$ cat config.mk
export PLATFORM = sky130hd
export DESIGN_NAME = gen_fifo_drain
export DESIGN_NICKNAME = d
export VERILOG_FILES = /design/src/rtl/gen_fifo_drain.sv
export SDC_FILE = /design/constraint.sdc
export NUM_CORES = 1
export LEC_CHECK = 0
export CORE_MARGIN = 3
export CORE_UTILIZATION = 40
export DETAILED_ROUTE_END_ITERATION = 10
export PLACE_DENSITY = 0.67
export SLEW_MARGIN = 5
export SYNTH_ARGS = -nofsm -noshare
export SYNTH_HDL_FRONTEND = slang
export SYNTH_SLANG_ARGS = --single-unit
$ cat constraint.sdc
create_clock -name CLK -period 4.8 [get_ports CLK]
set_input_delay 0.96 -clock CLK [delete_from_list [all_inputs] [get_ports CLK]]
set_output_delay 0.96 -clock CLK [all_outputs]
set_load 0.01 [all_outputs]
$ cat src/rtl/gen_fifo_drain.sv
// Read-side drain for gen_fifo: pops the FIFO head into a 2-entry head/skid buffer
// and presents it as a registered valid/ready stream.
module gen_fifo_drain #(
    parameter int DW = 64
) (
    input  logic          CLK,
    input  logic          RST,
    input  logic          flush,
    input  logic          fifo_empty,
    input  logic [DW-1:0] data_pop,
    output logic          fifo_pop,
    output logic          out_valid,
    input  logic          out_ready,
    output logic [DW-1:0] out_data
);

    logic [1:0]    cnt;
    logic [DW-1:0] buf0;
    logic [DW-1:0] buf1;
    logic          take;

    // Pop decision uses only registered occupancy, so out_ready never reaches fifo_pop.
    assign fifo_pop  = ~fifo_empty & ~flush & ~RST & (cnt != 2'd2);
    assign out_valid = (cnt != 2'd0);
    assign out_data  = buf0;
    assign take      = out_valid & out_ready;

    always_ff @(posedge CLK or posedge RST) begin
        if (RST) begin
            cnt  <= 2'd0;
            buf0 <= '0;
            buf1 <= '0;
        end else if (flush) begin
            cnt <= 2'd0;
        end else begin
            case ({take, fifo_pop})
                2'b01: begin
                    if (cnt == 2'd0) buf0 <= data_pop;
                    else             buf1 <= data_pop;
                    cnt <= cnt + 2'd1;
                end
                2'b10: begin
                    buf0 <= buf1;
                    cnt  <= cnt - 2'd1;
                end
                // Only reachable at cnt==1: replace the head, occupancy unchanged.
                2'b11: buf0 <= data_pop;
                default: ;
            endcase
        end
    end

endmodule

==> results of run 1 <==
## per-stage QoR
step	util	worst slack [ps]	cell area, sq um	total power, mW
6_report	0.580	857	7860	3.43
2_1_floorplan	-	371	5680	1.69
4_1_cts	0.580	862	7860	3.48
3_3_place_gp	0.532	996	7210	2.04
5_1_grt	0.580	778	7860	3.59
3_5_place_dp	0.532	865	7210	2.07
## worst paths after layout
| path | start | endpoint | slack (ps) | depth (start not counted) |
|---|---|---|---|---|
| worst max-delay path | flush | fifo_pop | 860 | 4 |
| worst max register to register | cnt[0]$_DFFE_PP0P_ | out_data[9]$_DFFE_PP0P_ | 2340 | 5 |
| min in group asynchronous | RST | out_data[28]$_DFFE_PP0P_ | 1230 | 2 |
| worst min-delay path | buf1[44]$_DFFE_PP0P_ | buf1[44]$_DFFE_PP0P_ | 500 | 1 |
| max in group asynchronous | RST | buf1[38]$_DFFE_PP0P_ | 2730 | 3 |
| worst min register to register | buf1[44]$_DFFE_PP0P_ | buf1[44]$_DFFE_PP0P_ | 500 | 1 |
## layout by cell type (no fill, tap or decap), drive strengths merged, types with 2 or more instances in the layout
master,count
buf,7
clkbuf,23
clkinv,3
bufinv,4
clkdlybuf4s50,134
mux2i,64
clkinvlp,2
nor2b,3
nor2,65
dfrtp,130
a21oi,68
mux2,64
## registers in the layout, summed over array words and instances (netlist names)
register and count:
out_data 64, cnt 2, buf1 64
## routing by layer
layer / share of wire / track usage
met1: 0.42 / 0.194
met2: 0.50 / 0.265
met3: 0.061 / 0.0588
met4: 0.018 / 0.0612
met5: 0 / 0
## critical path, delay by kind of cell
kind	cells	cell delay, ps
AND/OR/NAND/NOR	2	930
buffers and inverters	2	1090
## cell usage after synthesis (all sizes together)
library cell,n
dfrtp,130
a21oi,68
nor2,65
mux2,64
mux2i,64
buf,27
nor2b,3
inv,1
nand2,1
nor3,1
nor4b,1
o21ai,1
o21bai,1
o311ai,1
or2,1
or4,1
xor2,1
## report_power, final
part | total, mW | internal [mW] | switching, mW
Sequential | 1.37 | 1.27 | 0.0971
Clock | 1.39 | 0.935 | 0.453
Combinational | 0.669 | 0.389 | 0.280
## final cells by class
type                    instances  area (sq um)  area share
flip-flops and latches        130          3250       0.414
repair buffers                141          1470       0.187
multi-input cells             273          2270       0.288
well taps                     176           220      0.0280
inverters                       1          6.26    0.000796
clock inverters                 9           150      0.0191
clock buffers                  23           498      0.0633
## cells by family after synthesis
group	share of synthesized area
compound gates	0.101
xor+xnor	0.00154
buf+inv	0.0341
flops	0.572
mux	0.240
simple gates	0.0517
==> summary.md, run 1 <==
| Metric | Value |
|---|---|
| Run status | `finished clean` |
| Slew @ Worst Pin | `approximately 970 ps` |
| Worst EP arrival | `2980 ps` |
| Total number of vias | `roughly 3.7k` |
| Area delta synth->final | `38.4%` |
| Fin crit share | `0.821` |
| Core box area | `13600 sq um` |
| Mapped Area | `between 5000 and 6000 sq um` |
| Clock root buffer | `clkbuf_16` |
| Port Buffers | `between 100 and 150` |
| CTS resizes | `0` |
| Worst endpoint required time | `about 3800 ps` |
| Critical path class | `in -> out` |
| Htree depth | `4` |
| VDD IR max | `between 0.0002 and 0.00025 V` |
| Cell repeated most along the worst path | `clkdlybuf4s50_1` |
| Ratio of cells with drive above 1 in the final layout | `0.282` |
| Sum Neg Setup Slack | `0 ps` |
| Number of setup violations in the final report | `0` |
| Vias per cell | `about 4.9` |
| Gpl congestion | `roughly 0.78` |
| Syn Area/Cell | `13.2 sq um` |
| Post-CTS Setup Inserts | `0` |
| Final Max Slew Viols | `0` |
| Vias in the first global route | `between 3k and 4k` |
| Die area | `roughly 16000 sq um` |
| Pwr Density | `436 nW/um^2` |
| Clk slew on worst S/H paths | `about 50 ps` |
| CP endpoint kind | `primary output` |
| Fillcell total | `around 1.1k` |
| Worst hold slack | `503 ps` |
| Antenna Violating Nets Remaining | `0` |
| Largest net degree at the start of global routing | `between 70 and 80` |
| # clock sinks | `130` |
| DP Wirelength | `between 7000 and 8000 um` |
| Post-synth cell types | `20` |
| Diodes inserted | `0` |
| Worst path cell trace | `clkdlybuf4s50_1 -> nor3_1 -> nor2b_1 -> clkdlybuf4s50_1` |
| Drt total wl | `12100 um` |
| First-pass GRT wire length | `20000 um` |
| Die W | `roughly 130 um` |
| Max incr delay on CP | `between 600 and 700 ps` |
| Final Hold Vio Count | `0` |
| Worst setup SP type | `input port` |
| Worst-Skew Late Latency | `roughly 410 ps` |
| GRT overflow | `0` |
| F_max | `~0.25 GHz` |
| Synth area leaders | `dfrtp_1, mux2_2, mux2i_1` |
| Hold Path Class | `reg -> reg` |
| Max-cap violations | `0` |
| Sequential cell area fraction in the yosys report | `0.572` |
| Cts hold-fix bufs | `0` |
| CTS Buf Count | `17` |
| Area leader, netlist | `dfrtp_1` |
| Die Ht | `between 100 and 150 um` |
| Flops & latches, synth | `130` |
| Period minus WS final | `about 3900 ps` |
| Initial core utilization | `0.419` |
| DRT iter0 DRCs | `169` |
| TritonCTS clock tree | `done` |
| Inst Count DP | `between 700 and 800` |
| Yosys warns | `0` |
| Ports | `~140` |
| WL/cell | `16.1 um` |
| DRC Markers | `0` |
| Slew margin rel. | `0.356` |
| # rows | `42` |
| CTS max path bufs | `2` |
| DR pass1 iterations | `4` |
| LEAKAGE | `between 3 and 4 nW` |
| Gr usage total | `0.161` |
| Synth Instances | `~430` |
| Final net count | `~630` |
| Share of the synthesized area in the top cell type | `0.572` |
| Initial antenna violation count | `0` |
| RSZ-0062 raised after global routing | `no` |
| Worst-path maximum fanout | `4` |
| Final Non-Filler Cells | `about 750` |
| Post-synth net total | `500` |
| CP max-delay cell | `nor3_1` |
| Clk_skew | `approximately 4.4 ps` |
(Power assumes the default switching activity.)
==> run 2: changes to the inputs <==
--- a/config.mk
+++ b/config.mk
@@ -8,7 +8,7 @@
 export CORE_MARGIN = 3
 export CORE_UTILIZATION = 40
 export DETAILED_ROUTE_END_ITERATION = 10
-export PLACE_DENSITY = 0.67
+export PLACE_DENSITY = 0.69
 export SLEW_MARGIN = 5
 export SYNTH_ARGS = -nofsm -noshare
 export SYNTH_HDL_FRONTEND = slang
==> constraint.sdc (replaced) <==
create_clock -name CLK -period 3.3 [get_ports CLK]
set_input_delay 0.66 -clock CLK [delete_from_list [all_inputs] [get_ports CLK]]
set_output_delay 0.66 -clock CLK [all_outputs]
set_load 0.01 [all_outputs]
==> run 2 against run 1 <==
Effect of this change: largest power group unchanged; critical path depth stayed put; count of clock-buffer cells in the layout shrank 1; first-iteration DRC count decreased by 40%; critical path type unchanged; sequential power up 46%; final area is 0.35% higher.
==> summary.md, run 2 (synthesis results as in run 1) <==
| Metric | Value |
|---|---|
| Commonest non-fill, non-tap cell in the layout | `clkdlybuf4s50_1` |
| Cts hold-fix bufs | `0 (unchanged)` |
| Worst-path maximum fanout | `4 (unchanged)` |
| Diodes inserted | `0 (unchanged)` |
| CP Launch Point | `flush` |
| Reg2Reg Launch Point | `cnt[0]$_DFFE_PP0P_` |
| Clock root buffer | `clkbuf_16` |
| Port Buffers | `134 (unchanged)` |
| Final Max Slew Viols | `0 (unchanged)` |
| Total number of vias | `3751 (+0.70%)` |
| Hold EP | `buf1[34]$_DFFE_PP0P_` |
| F_max | `about 0.34 GHz` |
| Largest delay contributor family on the critical path | `buffers and inverters` |
| Number of setup violations in the final report | `0 (unchanged)` |
| Max-cap violations | `0 (unchanged)` |
| DRC Markers | `0 (unchanged)` |
| CP max-delay cell | `clkdlybuf4s50_1` |
| Final Hold Vio Count | `0 (unchanged)` |
| Slew margin rel. | `0.581 (+0.225)` |
| CTS resizes | `0 (unchanged)` |
| Worst-Skew Late Latency | `410 ps (about the same)` |
| Ratio of cells with drive above 1 in the final layout | `0.283 (+0.000751)` |
| Initial antenna violation count | `0 (unchanged)` |
| LEAKAGE | `3.29 nW (+0.10%)` |
| Pwr Density | `646 nW/um^2 (+48%)` |
| Worst hold slack | `503 ps (+0.144 ps)` |
| Run status | `finished clean` |
| DP Wirelength | `8040 um (+3.0%)` |
| Slew @ Worst Pin | `622 ps (-344 ps)` |
| Register area | `3250 sq um (unchanged)` |
| First-pass GRT wire length | `20100 um (+0.62%)` |
| # clock sinks | `130 (unchanged)` |
| Vias per cell | `4.97 (+0.43%)` |
| Vias in the first global route | `4061 (+3.4%)` |
| Cell repeated most along the worst path | `clkdlybuf4s50_1` |
| Worst path cell trace | `clkdlybuf4s50_1 -> nor3_1 -> nor2b_1 -> clkdlybuf4s50_1` |
| Ports | `135 (unchanged)` |
| TritonCTS clock tree | `done` |
| Period minus WS final | `a little under 3000 ps` |
| Clk slew on worst S/H paths | `50 ps (about the same)` |
| Fin crit share | `0.880` |
| Antenna Violating Nets Remaining | `0 (unchanged)` |
| Initial core utilization | `0.419 (unchanged)` |
| # rows | `42 (unchanged)` |
| Max incr delay on CP | `570 ps (-70 ps)` |
| Hold Path Class | `reg -> reg` |
| Core box area | `13600 sq um (unchanged)` |
| Sum Neg Setup Slack | `0 ps (unchanged)` |
| Drt total wl | `12200 um (+0.42%)` |
| Gr usage total | `0.160 (-0.000669)` |
| Die area | `15700 sq um (unchanged)` |
| RSZ-0062 raised after global routing | `no` |
| GRT overflow | `0 (unchanged)` |
| VDD IR max | `0.000382 V (+55%)` |
| Worst endpoint required time | `2640 ps (-1200 ps)` |
| Critical R2R Capture | `out_data[53]$_DFFE_PP0P_` |
| WP buf/inv | `2 (unchanged)` |
| Die Ht | `125 um (unchanged)` |
| Area of the multi-input gates | `2260 sq um (-0.22%)` |
| Critical path class | `in -> out` |
| DRT iter0 DRCs | `101 (-40%)` |
| Most frequent cells in the layout | `clkdlybuf4s50_1, dfrtp_1, nor2_1` |
| CP endpoint kind | `primary output` |
| Die W | `125 um (unchanged)` |
| Area delta synth->final | `38.8%` |
| Worst EP arrival | `2250 ps (-730 ps)` |
| Worst setup SP type | `input port` |
| Reg2reg setup slack | `1200 ps (-1140 ps)` |
| Fillcell total | `1134 (+0.18%)` |
| Gpl congestion | `0.776 (-0.23%)` |
| Post-CTS Setup Inserts | `0 (unchanged)` |
| WHS Path Cells | `1 (unchanged)` |
| Largest net degree at the start of global routing | `85 (+20%)` |
| Htree depth | `4 (unchanged)` |
| WL/cell | `16.1 um (+0.16%)` |
| Clk_skew | `6.16 ps (+1.75 ps)` |
| Final net count | `635 (+0.32%)` |
| Hold path start | `buf1[34]$_DFFE_PP0P_` |
| Worst Reg-to-Reg Cells | `5 (unchanged)` |
| DR pass1 iterations | `4 (unchanged)` |
| CTS Buf Count | `17 (unchanged)` |
| CTS max path bufs | `2 (unchanged)` |
## run 2: metal layers
layer / track usage / up-vias / routed length [um]
li1: - / 1781 / -
met1: 0.193 / 1861 / 5270
met2: 0.264 / 97 / 5970
met3: 0.0661 / 12 / 788
met4: 0.0510 / 0 / 128
met5: 0 / - / 0
## run 2: how the worst max path moves through the flow
stage                               end  depth (start not counted)
floorplan           buf1[0]$_DFFE_PP0P_                          1
global placement               fifo_pop                          4
detailed placement             fifo_pop                          4
CTS                            fifo_pop                          4
global route                   fifo_pop                          4
finish                         fifo_pop                          4
## run 2: layout make-up
class / instances / share of cell area
well taps: 176 / 0.0279
flip-flops and latches: 130 / 0.412
clock inverters: 10 / 0.0257
clock buffers: 22 / 0.0601
inverters: 1 / 0.000951
repair buffers: 143 / 0.186
multi-input cells: 273 / 0.287
## run 2: stage by stage
stage                     power (mW)  utilization  std cells  area (sq um)  setup WS, ps
after global placement          2.97        0.532        723          7210           436
after floorplan                 2.46            -        431          5690          1030
after global routing            5.34        0.582        755          7890           232
after detailed placement        3.00        0.532        723          7210           398
after CTS                       5.16        0.582        755          7890           399
final                           5.09        0.582        755          7890           395
## run 2: report_power, final
group / total [mW] / switching, mW / leakage [nW] / internal [mW]
Combinational: 0.967 / 0.405 / 1.36 / 0.563
Clock: 2.13 / 0.657 / 0.330 / 1.47
Sequential: 2.00 / 0.145 / 1.60 / 1.85
Total: 5.09 / 1.21 / 3.29 / 3.89
==> run 3: changes to the inputs <==
--- a/config.mk
+++ b/config.mk
@@ -9,6 +9,7 @@
 export CORE_UTILIZATION = 40
 export DETAILED_ROUTE_END_ITERATION = 10
 export PLACE_DENSITY = 0.69
+export SETUP_SLACK_MARGIN = 0.3
 export SLEW_MARGIN = 5
 export SYNTH_ARGS = -nofsm -noshare
 export SYNTH_HDL_FRONTEND = slang
==> run 3 against run 2 <==
Effect of this change: fmax up 1.7%; non-clock buffer count unchanged; sequential power about the same; critical path depth unchanged; count of clock-buffer cells in the layout unchanged; flip-flop and latch count unchanged; sequential share of layout area about the same; worst setup slack better by 47 ps; first-iteration DRC count up 19%; power about the same; critical path type unchanged; largest power group unchanged; highest routed layer unchanged.
==> summary.md, run 3 (synthesis results as in run 1) <==
| Metric | Value |
|---|---|
| Worst-Skew Late Latency | `410 ps (about the same)` |
| CP max-delay cell | `clkdlybuf4s50_1` |
| Gpl congestion | `0.776 (unchanged)` |
| Worst endpoint required time | `2640 ps (about the same)` |
| Total number of vias | `3761 (+0.27%)` |
| Initial antenna violation count | `0 (unchanged)` |
| Slew margin rel. | `0.560 (-0.0208)` |
| Dpl ws | `398 ps (unchanged)` |
| First-pass GRT wire length | `20100 um (unchanged)` |
| Fillcell total | `1135 (+0.088%)` |
| Post-layout instance area | `7900 sq um (about the same)` |
| Largest delay contributor family on the critical path | `buffers and inverters` |
| Cts hold-fix bufs | `0 (unchanged)` |
| Final Hold Vio Count | `0 (unchanged)` |
| WL/cell | `16.1 um (+0.24%)` |
| WP buf/inv | `2 (unchanged)` |
| Pwr Density | `645 nW/um^2 (about the same)` |
| Sum Neg Setup Slack | `0 ps (unchanged)` |
| Vias per cell | `4.98 (+0.27%)` |
| Critical path class | `in -> out` |
| Commonest non-fill, non-tap cell in the layout | `clkdlybuf4s50_1` |
| Max incr delay on CP | `560 ps (about the same)` |
| Clk slew on worst S/H paths | `50 ps (about the same)` |
| Core box area | `13600 sq um (unchanged)` |
| Worst Reg-to-Reg Cells | `5 (unchanged)` |
| Max-cap violations | `0 (unchanged)` |
| CP Launch Point | `flush` |
| Clock root buffer | `clkbuf_16` |
| DP Wirelength | `8040 um (unchanged)` |
| Post-CTS Setup Inserts | `0 (unchanged)` |
| Gr usage total | `0.160 (unchanged)` |
| GRT overflow | `0 (unchanged)` |
| Clk_skew | `5.70 ps (-0.464 ps)` |
| Number of setup violations in the final report | `0 (unchanged)` |
| Final net count | `635 (unchanged)` |
| Drt total wl | `12200 um (+0.24%)` |
| Slew @ Worst Pin | `653 ps (+30.9 ps)` |
| RSZ-0062 raised after global routing | `no` |
| Vias in the first global route | `4061 (unchanged)` |
| LEAKAGE | `3.29 nW (about the same)` |
| Reg2reg setup slack | `1190 ps (about the same)` |
| DR pass1 iterations | `4 (unchanged)` |
| TritonCTS clock tree | `done` |
| Diodes inserted | `0 (unchanged)` |
| DRT iter0 DRCs | `120 (+19%)` |
| Cell repeated most along the worst path | `clkdlybuf4s50_1` |
| Die W | `125 um (unchanged)` |
| Ratio of cells with drive above 1 in the final layout | `0.287 (+0.00345)` |
| Antenna Violating Nets Remaining | `0 (unchanged)` |
| CTS Buf Count | `17 (unchanged)` |
| Inst Count DP | `723 (unchanged)` |
| Core Util, Final | `0.583 (about the same)` |
| Final Max Slew Viols | `0 (unchanged)` |
| Die area | `15700 sq um (unchanged)` |
| DRC Markers | `0 (unchanged)` |
| F_max | `0.350 GHz (+1.7%)` |
| Area delta synth->final | `39.0% (about the same)` |
| Initial core utilization | `0.419 (unchanged)` |
| Total Power | `5.09 mW (about the same)` |
| Hold Path Class | `reg -> reg` |
| Worst hold slack | `503 ps (+0.0560 ps)` |
| Worst-path maximum fanout | `4 (unchanged)` |
| Worst setup SP type | `input port` |
| Stages on the worst setup path | `4 (unchanged)` |
| Worst path cell trace | `clkdlybuf4s50_1 -> nor3_2 -> nor2b_2 -> clkdlybuf4s50_1` |
| Largest net degree at the start of global routing | `85 (unchanged)` |
| Die Ht | `125 um (unchanged)` |
| Final Non-Filler Cells | `755 (unchanged)` |
| Ports | `135 (unchanged)` |
| Final WS setup | `442 ps (+47.2 ps)` |
| # rows | `42 (unchanged)` |
| Critical R2R Capture | `out_data[53]$_DFFE_PP0P_` |
| VDD IR max | `0.000382 V (about the same)` |
| Placed Area | `7210 sq um (unchanged)` |
| Most frequent cells in the layout | `clkdlybuf4s50_1, dfrtp_1, nor2_1` |
| Htree depth | `4 (unchanged)` |
| End of the critical path | `fifo_pop` |
| Port Buffers | `134 (unchanged)` |
| CP endpoint kind | `primary output` |
| CTS max path bufs | `2 (unchanged)` |
| Period minus WS final | `2860 ps (-47.2 ps)` |
| # clock sinks | `130 (unchanged)` |
| Fin crit share | `0.866 (-0.0143)` |
| Reg2Reg Launch Point | `cnt[0]$_DFFE_PP0P_` |
| Worst EP arrival | `2200 ps (-50 ps)` |
| Run status | `finished clean` |
==> run 3: changes by cell type in the layout (fill, tap and decap cells not counted) <==
cell / change
nor2b_2: +1
nor2b_1: -1
nor3_1: -1
nor3_2: +1
==> run 3: report_power, final <==
part / internal [mW] / switching [mW]
Clock: 1.47 / 0.656
Sequential: 1.85 / 0.145
Combinational: 0.563 / 0.405
Total: 3.89 / 1.21
==> run 3: repair_timing <==
item	4_1_cts	5_1_grt
setup endpoints to repair	0	1
gates resized for setup	0	2
hold endpoints to repair	0	0
==> run 3: worst reg2reg max path, delay by kind of cell (launching register included) <==
kind                   cells  cell delay [ps]
buffers and inverters      1              340
DFF                        1              460
AOI/OAI and AO/OA          2              390
and+or+nand+nor            2              830
==> run 3: area by class of cell <==
type,count,area (sq um),share of cell area
Sequential cell,130,3250,0.412
Clock buffer,22,474,0.0600
Timing Repair Buffer,143,1470,0.186
Tap cell,176,220,0.0279
Inverter,1,7.51,0.000951
Clock inverter,10,203,0.0257
Multi-Input combinational cell,273,2270,0.287
==> run 3: worst min-delay path by stage <==
stage	cells past startpoint	start	to	slack (ps)
after floorplan	1	buf1[0]$_DFFE_PP0P_	buf1[0]$_DFFE_PP0P_	480
after global placement	1	buf1[8]$_DFFE_PP0P_	buf1[8]$_DFFE_PP0P_	490
after detailed placement	1	buf1[54]$_DFFE_PP0P_	buf1[54]$_DFFE_PP0P_	490
after CTS	1	buf1[29]$_DFFE_PP0P_	buf1[29]$_DFFE_PP0P_	510
after global routing	1	buf1[54]$_DFFE_PP0P_	buf1[54]$_DFFE_PP0P_	510
final	1	buf1[34]$_DFFE_PP0P_	buf1[34]$_DFFE_PP0P_	500
==> run 3: layer usage <==
metal / global-route usage / vias to the layer above / wire length, um
met5: 0 / - / 0
met4: 0.0510 / 0 / 132
met3: 0.0661 / 13 / 849
met2: 0.264 / 103 / 5990
met1: 0.193 / 1868 / 5210
li1: - / 1777 / -
